**config.mk**
```make
export PLATFORM = sky130hd
export DESIGN_NAME = rr_mux_arbiter
export DESIGN_NICKNAME = d
export VERILOG_FILES = /design/src/rtl/rr_mux_pkg.sv /design/src/rtl/mux4_w.sv /design/src/rtl/rr_mux_arbiter.sv
export SDC_FILE = /design/constraint.sdc
export NUM_CORES = 1
export LEC_CHECK = 0
export CAP_MARGIN = 20
export CORE_ASPECT_RATIO = 2
export CORE_MARGIN = 10
export CORE_UTILIZATION = 46
export DETAILED_ROUTE_END_ITERATION = 10
export DONT_BUFFER_PORTS = 1
export GPL_ROUTABILITY_DRIVEN = 0
export PLACE_DENSITY = 0.7
export SKIP_LAST_GASP = 1
export SYNTH_ARGS = -nofsm -noshare
export SYNTH_HDL_FRONTEND = slang
export SYNTH_SLANG_ARGS = --single-unit
```
**constraint.sdc**
```tcl
create_clock -name clk -period 1.5 [get_ports clk]
set_input_delay 0.3 -clock clk [delete_from_list [all_inputs] [get_ports clk]]
set_output_delay 0.3 -clock clk [all_outputs]
set_load 0.01 [all_outputs]
```
**src/rtl/rr_mux_pkg.sv**
```systemverilog
// Shared constants, FSM state type and round-robin scan helper for rr_mux_arbiter.
package rr_mux_pkg;

    localparam int unsigned N_REQ = 4;
    localparam int unsigned SEL_W = 2;

    typedef enum logic [0:0] {
        StIdle,
        StGrant
    } state_e;

    // First set request scanning ptr+1, ptr+2, ..., ptr (mod N_REQ); returns ptr if none set.
    function automatic logic [SEL_W-1:0] rr_next(input logic [SEL_W-1:0] ptr,
                                                 input logic [N_REQ-1:0] req);
        logic [SEL_W-1:0] idx;
        rr_next = ptr;
        for (int k = N_REQ; k >= 1; k--) begin
            idx = ptr + SEL_W'(k);
            if (req[idx]) rr_next = idx;
        end
    endfunction

endpackage

```
**src/rtl/mux4_w.sv**
```systemverilog
// Combinational WIDTH-wide 4:1 word multiplexer.
module mux4_w
    import rr_mux_pkg::*;
#(
    parameter int unsigned WIDTH = 8
) (
    input  logic [N_REQ*WIDTH-1:0] din_i,
    input  logic [SEL_W-1:0]       sel_i,
    output logic [WIDTH-1:0]       dout_o
);

    always_comb begin
        dout_o = din_i[0 +: WIDTH];
        unique case (sel_i)
            2'd0: dout_o = din_i[0*WIDTH +: WIDTH];
            2'd1: dout_o = din_i[1*WIDTH +: WIDTH];
            2'd2: dout_o = din_i[2*WIDTH +: WIDTH];
            2'd3: dout_o = din_i[3*WIDTH +: WIDTH];
            default: dout_o = din_i[0 +: WIDTH];
        endcase
    end

endmodule

```
**src/rtl/rr_mux_arbiter.sv**
```systemverilog
// Round-robin arbiter for a shared 4:1 data mux with bounded bursts and a registered
// valid/ready output stage.
module rr_mux_arbiter
    import rr_mux_pkg::*;
#(
    parameter int unsigned WIDTH     = 8,
    parameter int unsigned MAX_BURST = 4
) (
    input  logic                   clk,
    input  logic                   rst_n,
    input  logic [N_REQ-1:0]       req,
    input  logic [N_REQ*WIDTH-1:0] din,
    output logic [N_REQ-1:0]       ack,
    output logic [N_REQ-1:0]       gnt,
    output logic [SEL_W-1:0]       sel,
    output logic [WIDTH-1:0]       out_data,
    output logic                   out_valid,
    input  logic                   out_ready,
    output logic                   busy
);

    localparam logic [3:0] BeatLast = 4'(MAX_BURST - 1);

    state_e             state_q;
    logic [SEL_W-1:0]   ptr_q;
    logic [N_REQ-1:0]   gnt_q;
    logic [SEL_W-1:0]   sel_q;
    logic [3:0]         beat_q;
    logic [WIDTH-1:0]   out_data_q;
    logic               out_valid_q;
    logic               busy_q;

    logic [WIDTH-1:0]   mux_word;
    logic [SEL_W-1:0]   pick_d;
    logic               owner_req;
    logic               load;
    logic               grant_end;

    mux4_w #(
        .WIDTH (WIDTH)
    ) u_mux (
        .din_i  (din),
        .sel_i  (sel_q),
        .dout_o (mux_word)
    );

    always_comb begin
        pick_d    = rr_next(ptr_q, req);
        owner_req = req[sel_q];
        load      = (state_q == StGrant) && owner_req && (!out_valid_q || out_ready);
        grant_end = !owner_req || (load && (beat_q == BeatLast));
        ack       = '0;
        // Reset wins over any in-flight transfer, so never pop while rst_n is low.
        if (load && rst_n) ack[sel_q] = 1'b1;
    end

    always_ff @(posedge clk) begin
        if (!rst_n) begin
            state_q     <= StIdle;
            ptr_q       <= SEL_W'(N_REQ - 1);
            gnt_q       <= '0;
            sel_q       <= '0;
            beat_q      <= '0;
            out_data_q  <= '0;
            out_valid_q <= 1'b0;
            busy_q      <= 1'b0;
        end else begin
            // Output stage drains regardless of FSM state.
            if (load) begin
                out_data_q  <= mux_word;
                out_valid_q <= 1'b1;
            end else if (out_ready) begin
                out_valid_q <= 1'b0;
            end

            case (state_q)
                StIdle: begin
                    if (|req) begin
                        state_q <= StGrant;
                        gnt_q   <= N_REQ'(1) << pick_d;
                        sel_q   <= pick_d;
                        beat_q  <= '0;
                        busy_q  <= 1'b1;
                    end
                end
                StGrant: begin
                    if (grant_end) begin
                        state_q <= StIdle;
                        gnt_q   <= '0;
                        ptr_q   <= sel_q;
                        beat_q  <= '0;
                        busy_q  <= 1'b0;
                    end else if (load) begin
                        beat_q  <= beat_q + 4'd1;
                    end
                end
                default: begin
                    state_q <= StIdle;
                    gnt_q   <= '0;
                    busy_q  <= 1'b0;
                end
            endcase
        end
    end

    assign gnt       = gnt_q;
    assign sel       = sel_q;
    assign out_data  = out_data_q;
    assign out_valid = out_valid_q;
    assign busy      = busy_q;

endmodule

```
# ---- After elaboration in Yosys (flattened, before gate mapping)
# Cells that the tools add are included.
dict set report totals {
  ff_bits 23
  word_cells 72
  out_inout_bits 20
}
dict set report classes {
  reduce_logical 16
  addsub 4
  shift 1
  muxes 30
  magnitude_cmp 5
  n_bitwise 1
  eq_ne 7
}
# cell n
set op_table {}
lappend op_table {{$pmux 8 s4} 1}
lappend op_table {{$mux 4} 6}
lappend op_table {{$pmux 4 s2} 2}
lappend op_table {{$lt 2x3->1 const B} 4}
lappend op_table {{$mux 1} 11}
lappend op_table {{$bmux 1 s2} 4}
lappend op_table {{$reduce_and 2->1} 4}
lappend op_table {{$mux 2} 3}
lappend op_table {{$logic_and 1x1->1} 5}
lappend op_table {{$add 2x2->2 const B} 2}
lappend op_table {{$add 4x1->4 const B} 1}
lappend op_table {{$eq 2x2->1 const B} 2}
lappend op_table {{$eq 4x2->1 const B} 1}
lappend op_table {{$pmux 1 s2} 2}
lappend op_table {{$reduce_or 4->1} 1}
lappend op_table {{$shl 1x2->4 const A} 1}
lappend op_table {{$ne 3x1->1 const B} 1}
lappend op_table {{$add 2x1->2 const B} 1}
lappend op_table {{$demux 1 s2} 1}
lappend op_table {{$eq 2x1->1 const B} 1}
lappend op_table {{$ge 2x1->1 const B} 1}
lappend op_table {{$logic_not 1->1} 2}
lappend op_table {{$logic_not 2->1} 1}
lappend op_table {{$logic_or 1x1->1} 2}
lappend op_table {{other kinds (4)} 4}

# ---- Depth between registers and ports, before layout
# Gate-level depths: netlist of run 1.
dict set report depth {
  ltp_word 9
  mapped_depth 7
  mapped_depth_nobuf 6
}

# ---- Hierarchy
# Synthesis of run 1 repeated with hierarchy kept, for this count alone.
dict set report unflattened {
  cells_unflattened 127
  hier_area_um2 1331.3
}
# mod instances area_per_inst_um2 cells_each seq_area_each_um2
set modules_own_cells {}
lappend modules_own_cells {rr_mux_arbiter 1 1134.8 117 460.4}
lappend modules_own_cells {mux4_w 1 196.4 10 0.0}

# ---- Worst setup path before layout of run 1
# Ideal clock, no wire load.
dict set report synth_timing {
  path_type {reg-to-output}
  from {register sel_q[0], in the netlist sel[0]}
  to {output port ack[0]}
  n_path_buf 2
  required_time_ns 1.200
  path_stages_with_launch 8
  arrival_time_ns 1.441
  setup_slack_ns -0.241
  cell_sequence {dfxtp_1 > buf_2 > nand2_1 > o22a_4 > nor2_4 > buf_8 > nand2_1 > nor3_2}
}
dict set report synth_between {
  elab_chain_len 6
  word_cells_on_any_way 11
  classes_between {order compare: 2; mux: 5; reduce/logical: 4}
}
# element line_no
set synth_rtl {}
lappend synth_rtl {{start, declared} rr_mux_arbiter.sv:27} ;# logic [SEL_W-1:0] sel_q;
lappend synth_rtl {{start signal, assigned} rr_mux_arbiter.sv:81} ;# sel_q <= pick_d;
lappend synth_rtl {{parallel branches: the longest is 5 deep, another holds $lt 2x3->1} n/a}
lappend synth_rtl {{$mux 4 (*)} rr_mux_arbiter.sv:54} ;# if (load && rst_n) ack[sel_q] = 1'b1;
lappend synth_rtl {{end, declared} rr_mux_arbiter.sv:13} ;# output logic [N_REQ-1:0] ack,
# Every way passes the cells marked *. The select of a mux whose other input is x is not followed.

# ---- Worst setup path after layout of run 1
dict set report layout_timing {
  from {register sel_q[1], in the netlist sel[1]}
  to {output port ack[2]}
}
# The elaborated chain is that of the path after synthesis.

==> results of run 1 <==
-- what timing repair did --
| action | 4_1_cts | 5_1_grt |
|---|---|---|
| resized for setup | 15 | 4 |
| pin swaps | 10 | 10 |
| cloned | 0 | 0 |
| endpoints found under the setup margin | 15 | 23 |
| buffers inserted | 5 | 1 |
-- worst reg2reg max path, cell delays in order (launching register included) --
cell,delay (ps)
dfxtp_4,370
mux2i_2,240
o22a_4,190
buf_4,110
buf_6,100
buf_6,100
o21ai_4,70
or3_1,320
a21oi_1,120
-- registers in the layout, indices dropped and copies added, names as in the netlist --
name,cells
out_data,8
sel,2
out_valid,1
state_q,1
busy,1
gnt,4
beat_q,4
ptr_q,2
-- synth_stat cells, types with 2 or more instances --
cell / number
a21boi_0: 2
mux2i_1: 10
o21ai_0: 3
mux2i_2: 2
a22o_1: 2
nor2b_1: 12
inv_1: 3
clkbuf_1: 4
o211ai_1: 2
mux4_2: 8
nand2_1: 8
nand3_1: 2
o21ai_2: 3
a32oi_1: 3
xor2_1: 2
a21oi_1: 4
nor2_1: 9
nor3_2: 2
dfxtp_1: 23
nand2b_1: 4
-- stage by stage --
stage / setup slack (ps) / hold slack [ps] / instance area (um^2)
after floorplan: -189 / 433 / 1370
after global placement: -32.9 / 368 / 1420
after detailed placement: -89.8 / 370 / 1420
after CTS: -294 / 103 / 1580
after global routing: -325 / 110 / 1600
final: -258 / 123 / 1600
-- layer usage --
metal,track usage,share of wire,up-vias
li1,-,-,487
met1,0.113,0.30,501
met2,0.264,0.60,36
met3,0.0519,0.087,6
met4,0.0433,0.014,0
met5,0,0,-
-- power by group through the flow --
stage / Sequential [mW] / Combinational [mW] / Clock [mW]
after floorplan: 0.731 / 0.335 / 0
after global placement: 0.746 / 0.374 / 0
after detailed placement: 0.750 / 0.390 / 0
after CTS: 0.735 / 0.443 / 0.388
after global routing: 0.740 / 0.496 / 0.407
final: 0.733 / 0.455 / 0.376
-- area by class of cell --
| class | count | area share |
|---|---|---|
| Timing Repair Buffer | 17 | 0.0868 |
| Clock buffer | 4 | 0.0281 |
| Tap cell | 29 | 0.0227 |
| Inverter | 3 | 0.00704 |
| Multi-Input combinational cell | 93 | 0.562 |
| Sequential cell | 23 | 0.293 |
-- cell families after synthesis --
family / after synthesis
adder cells (fa/ha/maj): 1
AND/OR/NAND/NOR: 44
AO/OA/AOI/OAI: 25
multiplexers: 21
flip-flops: 23
buffers and inverters: 11
XOR/XNOR: 2
-- final timing paths --
check                             from         to  slack [ps]
worst min-delay path             rst_n   ptr_q[0]         120
worst max register to register  sel[1]  beat_q[3]        -190
worst min register to register    busy       busy         510
worst max-delay path            sel[1]     ack[2]        -260
==> out/qor.txt, run 1 <==
status: finished, violations left
failing checks: negative setup slack
Seq pwr share: 0.469
Setup CP Type: flip-flop to output pin
chip height: 95.5 um
Setup Skew: 0.782 ps
switching part of the total power: 0.299
DR iter-0 viols: 17
actual slew at the worst max-slew pin: 473 ps
Leakage: 0.586 nW
largest net degree at the start of global routing: 23
vias: 1030
Max Buffers Root-to-Sink: 2
# IOs: 59
multi-input logic area: 900 um^2
mux cell area share after synthesis: 0.243
Seq. cell area: 469 um^2
ANT nets after route: 0
Synth-to-Final Area Change: 21.9%
simple logic cell fraction of the synthesized area: 0.189
Total GRT Usage: 0.133
WP buf/inv: 0
NetSw: 468 uW
Root Driver: clkbuf_8
Tcrit/Tclk final: 1.17
DRT Pass-1 Iters: 2
proportion of layout cells with a drive suffix above 1: 0.386
Crit path max-delay family: simple AND/OR/NAND/NOR gates
final hold violations: 0
initial antenna violation count: 0
# setup viols final: 17
commonest non-fill, non-tap cell in the layout: dfxtp_1
clk_lat worst skew: 260 ps
Post-Synthesis Net Count: 167
die area: 5520 um^2
Clock transition at path regs: 80 ps
post-DP HPWL: 2960 um
WL final: 3680 um
FF-to-FF path depth: 8
Slew Limit Headroom: 0.682
total CTS buffers: 3
Initial Util: 0.480
Yosys cell types: 39
ant diodes: 0
Comb power frac: 0.291
Yosys top cell area share: 0.351
Post-Syn Instances: 127
Worst Setup Start Kind: flip-flop
type of the tightest min-delay check: input pin to flip-flop
max frequency: 0.569 GHz
Post-CTS Hold Fix Bufs: 0
via density per instance: 6.09
Int Power: 1.10 mW
async set or reset register ratio after synthesis: 0
post-synthesis sequential area ratio: 0.351
Core ar.: 2740 um^2
CP max stage cell: dfxtp_4
Clock power frac: 0.241
Worst EP arrival: 1460 ps
Synth Area in Adders: 0.00953
Sum Neg Setup Slack: -2040 ps
critical path fanouts, max: 4
Post-synth top flop: dfxtp_1
PortBufs: 0
CTS tree: yes
Worst setup EP type: output pin
synthesized cell area: 1310 um^2
slowest stage delay, CP: 360 ps
VDD IR-drop max: 0.598 mV
Period minus WS final: 1760 ps
# rows: 27
Compound-Gate Fraction of Synth Area: 0.145
Final Instance Count excl. Fillers: 169
Die X: 57.8 um
Power Density: 978 nW/um^2
Max Cap Viol: 0
dpl cells: 159
Fill cells: 234
DRC errors left: 0
mean area per synthesized cell: 10.3 um^2
H-tree depth: 1
Nets: 181
RSZ-0062 raised after global routing: yes
share of the core filled with cells: 0.585
Hold Path Stages: 1
XOR/XNOR Fraction of Synth Area: 0.0133
top cell type by total area after synthesis: dfxtp_1
number of enable flip-flop cells after synthesis: 0
highest-count cells in the layout ignoring fill and taps: dfxtp_1, buf_4, nor2b_1
YS warnings: 0
global-route wire length before repair: 5880 um
Wirelength per Cell: 21.8 um
CP required: 1200 ps
#FFs+latches synth: 23
Design Power: 1.56 mW
synth top area cells: dfxtp_1, mux4_2, mux2i_1
clk sinks: 23
largest family of logic cells by synthesized area: multiplexers
max-slew violations: 0
CP Cell Sequence: mux2i_2, o22a_4, nor2_4, nand2_4, nor3_4
Worst path depth: 5
final worst slack: -258 ps
vias in the first global route: 1128
GRT overflow: 0
Power figures use the tool's default switching activity.
==> run 2: changes to the inputs <==
SETUP_SLACK_MARGIN = 0.15   (was not set)
clock period = 1.54 ns   (was 1.5 ns; I/O delays follow)
==> run 2 against run 1 <==
The run still ends with negative setup slack left. Combinational power is 3% lower. Clock-buffer cell count is 1 lower. First-iteration DRC count increased by 12%. Global-route usage increased by 0.090 points. Register-to-register slack improved by 80 ps. Clock skew grew 2.4 ps. Non-clock buffer count rose by 3. Critical path depth unchanged. Power is 2.6% lower. Design area up 1.9%. Sequential power down 2%. Die area did not move. Largest cell class unchanged.
==> out/qor.txt, run 2 (synthesized netlist as in run 1, its figures left out) <==
Die X: 57.8 um
max-slew violations: 0
Leakage: 0.606 nW
Nets: 184
status: finished, violations left
actual slew at the worst max-slew pin: 457 ps
H-tree depth: 1
WL final: 3770 um
Synth-to-Final Area Change: 24.2%
max frequency: 0.559 GHz
Clock power frac: 0.241
switching part of the total power: 0.299
# rows: 27
total CTS buffers: 3
Seq pwr share: 0.470
Worst Setup Start Kind: flip-flop
Crit path max-delay family: simple AND/OR/NAND/NOR gates
proportion of layout cells with a drive suffix above 1: 0.406
DR iter-0 viols: 19
CP Cell Sequence: mux2i_2, o22a_4, nor2_4, nand2_4, nor3_4
CP max stage cell: dfxtp_4
clk_lat worst skew: 260 ps
Comb power frac: 0.289
CTS tree: yes
global-route wire length before repair: 5840 um
type of the tightest min-delay check: input pin to flip-flop
Worst EP arrival: 1480 ps
Post-CTS Hold Fix Bufs: 0
Worst setup EP type: output pin
vias: 1043
via density per instance: 6.06
share of the core filled with cells: 0.596
vias in the first global route: 1114
initial antenna violation count: 0
# IOs: 59
Wirelength per Cell: 21.9 um
Clock transition at path regs: 80 ps
Max Cap Viol: 0
PortBufs: 0
WP buf/inv: 0
Setup CP Type: flip-flop to output pin
Design Power: 1.52 mW
ant diodes: 0
failing checks: negative setup slack
Fill cells: 224
Total GRT Usage: 0.134
Initial Util: 0.480
RSZ-0062 raised after global routing: yes
Power Density: 934 nW/um^2
DRT Pass-1 Iters: 4
final hold violations: 0
highest-count cells in the layout ignoring fill and taps: dfxtp_1, buf_4, nor2b_1
Tcrit/Tclk final: 1.16
Int Power: 1.07 mW
DRC errors left: 0
die area: 5520 um^2
clk sinks: 23
Setup Skew: 3.21 ps
commonest non-fill, non-tap cell in the layout: dfxtp_1
chip height: 95.5 um
critical path fanouts, max: 4
Core ar.: 2740 um^2
# setup viols final: 11
largest net degree at the start of global routing: 23
number of flip-flops in the largest register: 8
post-DP HPWL: 3000 um
ANT nets after route: 0
Max Buffers Root-to-Sink: 2
final worst slack: -249 ps
Period minus WS final: 1790 ps
VDD IR-drop max: 0.598 mV
Root Driver: clkbuf_8
NetSw: 456 uW
GRT overflow: 0
Slew Limit Headroom: 0.692
CP required: 1230 ps
slowest stage delay, CP: 370 ps
run 2: area by class of cell:
| cell class | count | area [um^2] | area share |
|---|---|---|---|
| Tap cell | 29 | 36.3 | 0.0223 |
| Inverter | 3 | 11.3 | 0.00691 |
| Clock buffer | 3 | 41.3 | 0.0253 |
| Multi-Input combinational cell | 93 | 898 | 0.551 |
| Sequential cell | 23 | 469 | 0.288 |
| Clock inverter | 1 | 5.00 | 0.00307 |
| Timing Repair Buffer | 20 | 169 | 0.104 |
run 2: power groups by stage:
stage	Combinational (mW)	Sequential (mW)	Clock (mW)
after CTS	0.413	0.716	0.383
after global placement	0.370	0.726	0
final	0.440	0.716	0.368
after global routing	0.479	0.724	0.406
after detailed placement	0.384	0.729	0
after floorplan	0.326	0.712	0
run 2: stage by stage:
step | setup TNS (ps) | setup WS, ps | std cells | hold slack [ps] | cell area [um^2]
after floorplan | -589 | -157 | 127 | 441 | 1370
after global routing | -2600 | -299 | 172 | 104 | 1630
final | -1300 | -249 | 172 | 119 | 1630
after detailed placement | -77.2 | -33.6 | 162 | 382 | 1450
after global placement | 0 | 22.7 | 162 | 374 | 1450
after CTS | -1070 | -258 | 169 | 113 | 1570
run 2: path summary, 6_finish.rpt:
kind           from         to  slack, ps  cells past startpoint
max          sel[1]     ack[2]       -250                      5
min           rst_n   ptr_q[0]        120                      1
max reg2reg  sel[1]  beat_q[3]       -110                      7
min reg2reg    busy       busy        510                      2
run 2: repair_timing:
action | CTS | global route
setup buffers | 3 | 3
resized for setup | 11 | 10
pin swaps | 9 | 8
setup endpoints to repair | 24 | 26
gates cloned | 0 | 0
run 2: layer usage:
metal | vias to the layer above | share of wire | track usage
met5 | - | 0 | 0
met4 | 0 | 0.020 | 0.0453
met3 | 9 | 0.068 | 0.0413
met2 | 38 | 0.61 | 0.279
met1 | 502 | 0.30 | 0.109
li1 | 494 | - | -
==> run 3: changes to the inputs <==
PLACE_DENSITY = 0.68   (was 0.7)
SLEW_MARGIN = 40   (was not set)
clock period = 1.9 ns   (was 1.54 ns; I/O delays follow)
==> run 3 against run 2 <==
The flow now finishes without violations. Via count is 6.3% lower. First-iteration DRC count is 63% lower. Cell count is 5.8% lower. Power is 22% lower. Sequential share of layout area is 2.9 points higher. Wire length is 13% lower. Clock-buffer cell count stayed put. Core utilization is 5.4 points lower.
==> out/qor.txt, run 3 (synthesized netlist as in run 1, its figures left out) <==
proportion of layout cells with a drive suffix above 1: 0.323
multi-input logic area: 843 um^2
clk_lat worst skew: 260 ps
CP required: 1520 ps
post-route design area: 1480 um^2
via density per instance: 6.03
post-DP HPWL: 2610 um
Clock transition at path regs: 80 ps
commonest non-fill, non-tap cell in the layout: dfxtp_1
DR iter-0 viols: 7
Tcrit/Tclk final: 0.987
GRT overflow: 0
type of the tightest min-delay check: input pin to flip-flop
R2R Setup Slk: 240 ps
# rows: 27
M2 GR Usage: 0.201
Hold Path Origin: rst_n
final hold violations: 0
Synth-to-Final Area Change: 12.9%
Clock power frac: 0.254
WHS: 178 ps
global-route wire length before repair: 5280 um
Seq pwr share: 0.487
actual slew at the worst max-slew pin: 494 ps
switching part of the total power: 0.296
Max Cap Viol: 0
Setup Skew: 5.09 ps
# setup viols final: 0
CTS tree: yes
Total GRT Usage: 0.120
Area after DPL: 1350 um^2
met3 GRT Util: 0.0652
Fill cells: 250
Seq. cell area: 469 um^2
Worst EP arrival: 1490 ps
status: completed
Worst Setup Start Kind: flip-flop
Setup CP Type: flip-flop to output pin
Initial Util: 0.480
vias: 977
VDD IR-drop max: 0.442 mV
GR Layer Usage met1: 0.117
critical path fanouts, max: 4
Int Power: 837 uW
chip height: 95.5 um
vias in the first global route: 1046
RSZ-0062 raised after global routing: yes
PortBufs: 0
# IOs: 59
die area: 5520 um^2
Power Density: 802 nW/um^2
number of flip-flops in the largest register: 8
Worst setup EP type: output pin
worst r2r src: out_valid
DRT Pass-1 Iters: 2
Leakage: 0.546 nW
Wirelength per Cell: 20.2 um
highest-count cells in the layout ignoring fill and taps: dfxtp_1, nor2b_1, mux2i_1, buf_4, mux4_2
max-slew violations: 0
initial antenna violation count: 0
Comb power frac: 0.259
Most Crowded Layer GR: met2
FF-to-FF path depth: 6
clk sinks: 23
Nets: 174
Max Buffers Root-to-Sink: 2
Slew Limit Headroom: 0.668
total CTS buffers: 3
max frequency: 0.533 GHz
H-tree depth: 1
DRC errors left: 0
Core ar.: 2740 um^2
largest net degree at the start of global routing: 23
Root Driver: clkbuf_8
worst flop-to-flop path endpoint: beat_q[1]
Hold Path Stages: 1
ANT nets after route: 0
Hold Crit Endpoint: ptr_q[0]
Die X: 57.8 um
NetSw: 351 uW
Period minus WS final: 1870 ps
ant diodes: 0
WL final: 3270 um
[run 3: worst max-delay path by stage]
stage | start | to | slack, ps | cells after the start
global route | sel[1] | ack[0] | -40 | 5
CTS | sel[1] | ack[0] | -9 | 5
detailed placement | beat_q[0] | gnt[3] | 170 | 6
global placement | beat_q[0] | gnt[1] | 230 | 6
floorplan | sel[1] | ack[0] | 130 | 7
finish | sel[1] | ack[0] | 30 | 5
[run 3: area by class of cell]
class / count / share of cell area
Clock buffer: 3 / 0.0279
Clock inverter: 1 / 0.00338
Inverter: 3 / 0.00760
Multi-Input combinational cell: 93 / 0.569
Sequential cell: 23 / 0.317
Tap cell: 29 / 0.0245
Timing Repair Buffer: 10 / 0.0507
[run 3: power groups by stage]
stage	registers (mW)	logic (mW)	clock network (mW)
global placement	0.589	0.278	0
CTS	0.580	0.306	0.314
finish	0.579	0.308	0.301
detailed placement	0.591	0.283	0
floorplan	0.576	0.260	0
global route	0.587	0.342	0.331
[run 3: repair_timing]
item	CTS	global route
hold buffers	0	0
buffers inserted	4	1
setup endpoints to repair	4	7
resized for setup	8	6
pin swaps	5	4
[run 3: routing by layer]
metal  wire, um  vias to the layer above
li1           -                      471
met1       1100                      454
met2       1660                       45
met3        427                        7
met4         74                        0
met5          0                        -
[run 3: critical path, stage by stage, from the launching register on]
cell	delay, ps
dfxtp_4	370
mux2i_2	160
o22a_4	240
nor2_4	170
nand2_4	90
nor3_4	210
[run 3: per-stage QoR]
stage	setup TNS [ps]	utilization	cells	worst slack (ps)	power, mW
2_1_floorplan	0	-	127	130	0.835
3_3_place_gp	0	0.493	153	226	0.867
3_5_place_dp	0	0.493	153	169	0.874
4_1_cts	-9.08	0.532	161	-9.08	1.20
5_1_grt	-69.0	0.541	162	-36.0	1.26
6_report	0	0.541	162	25.1	1.19
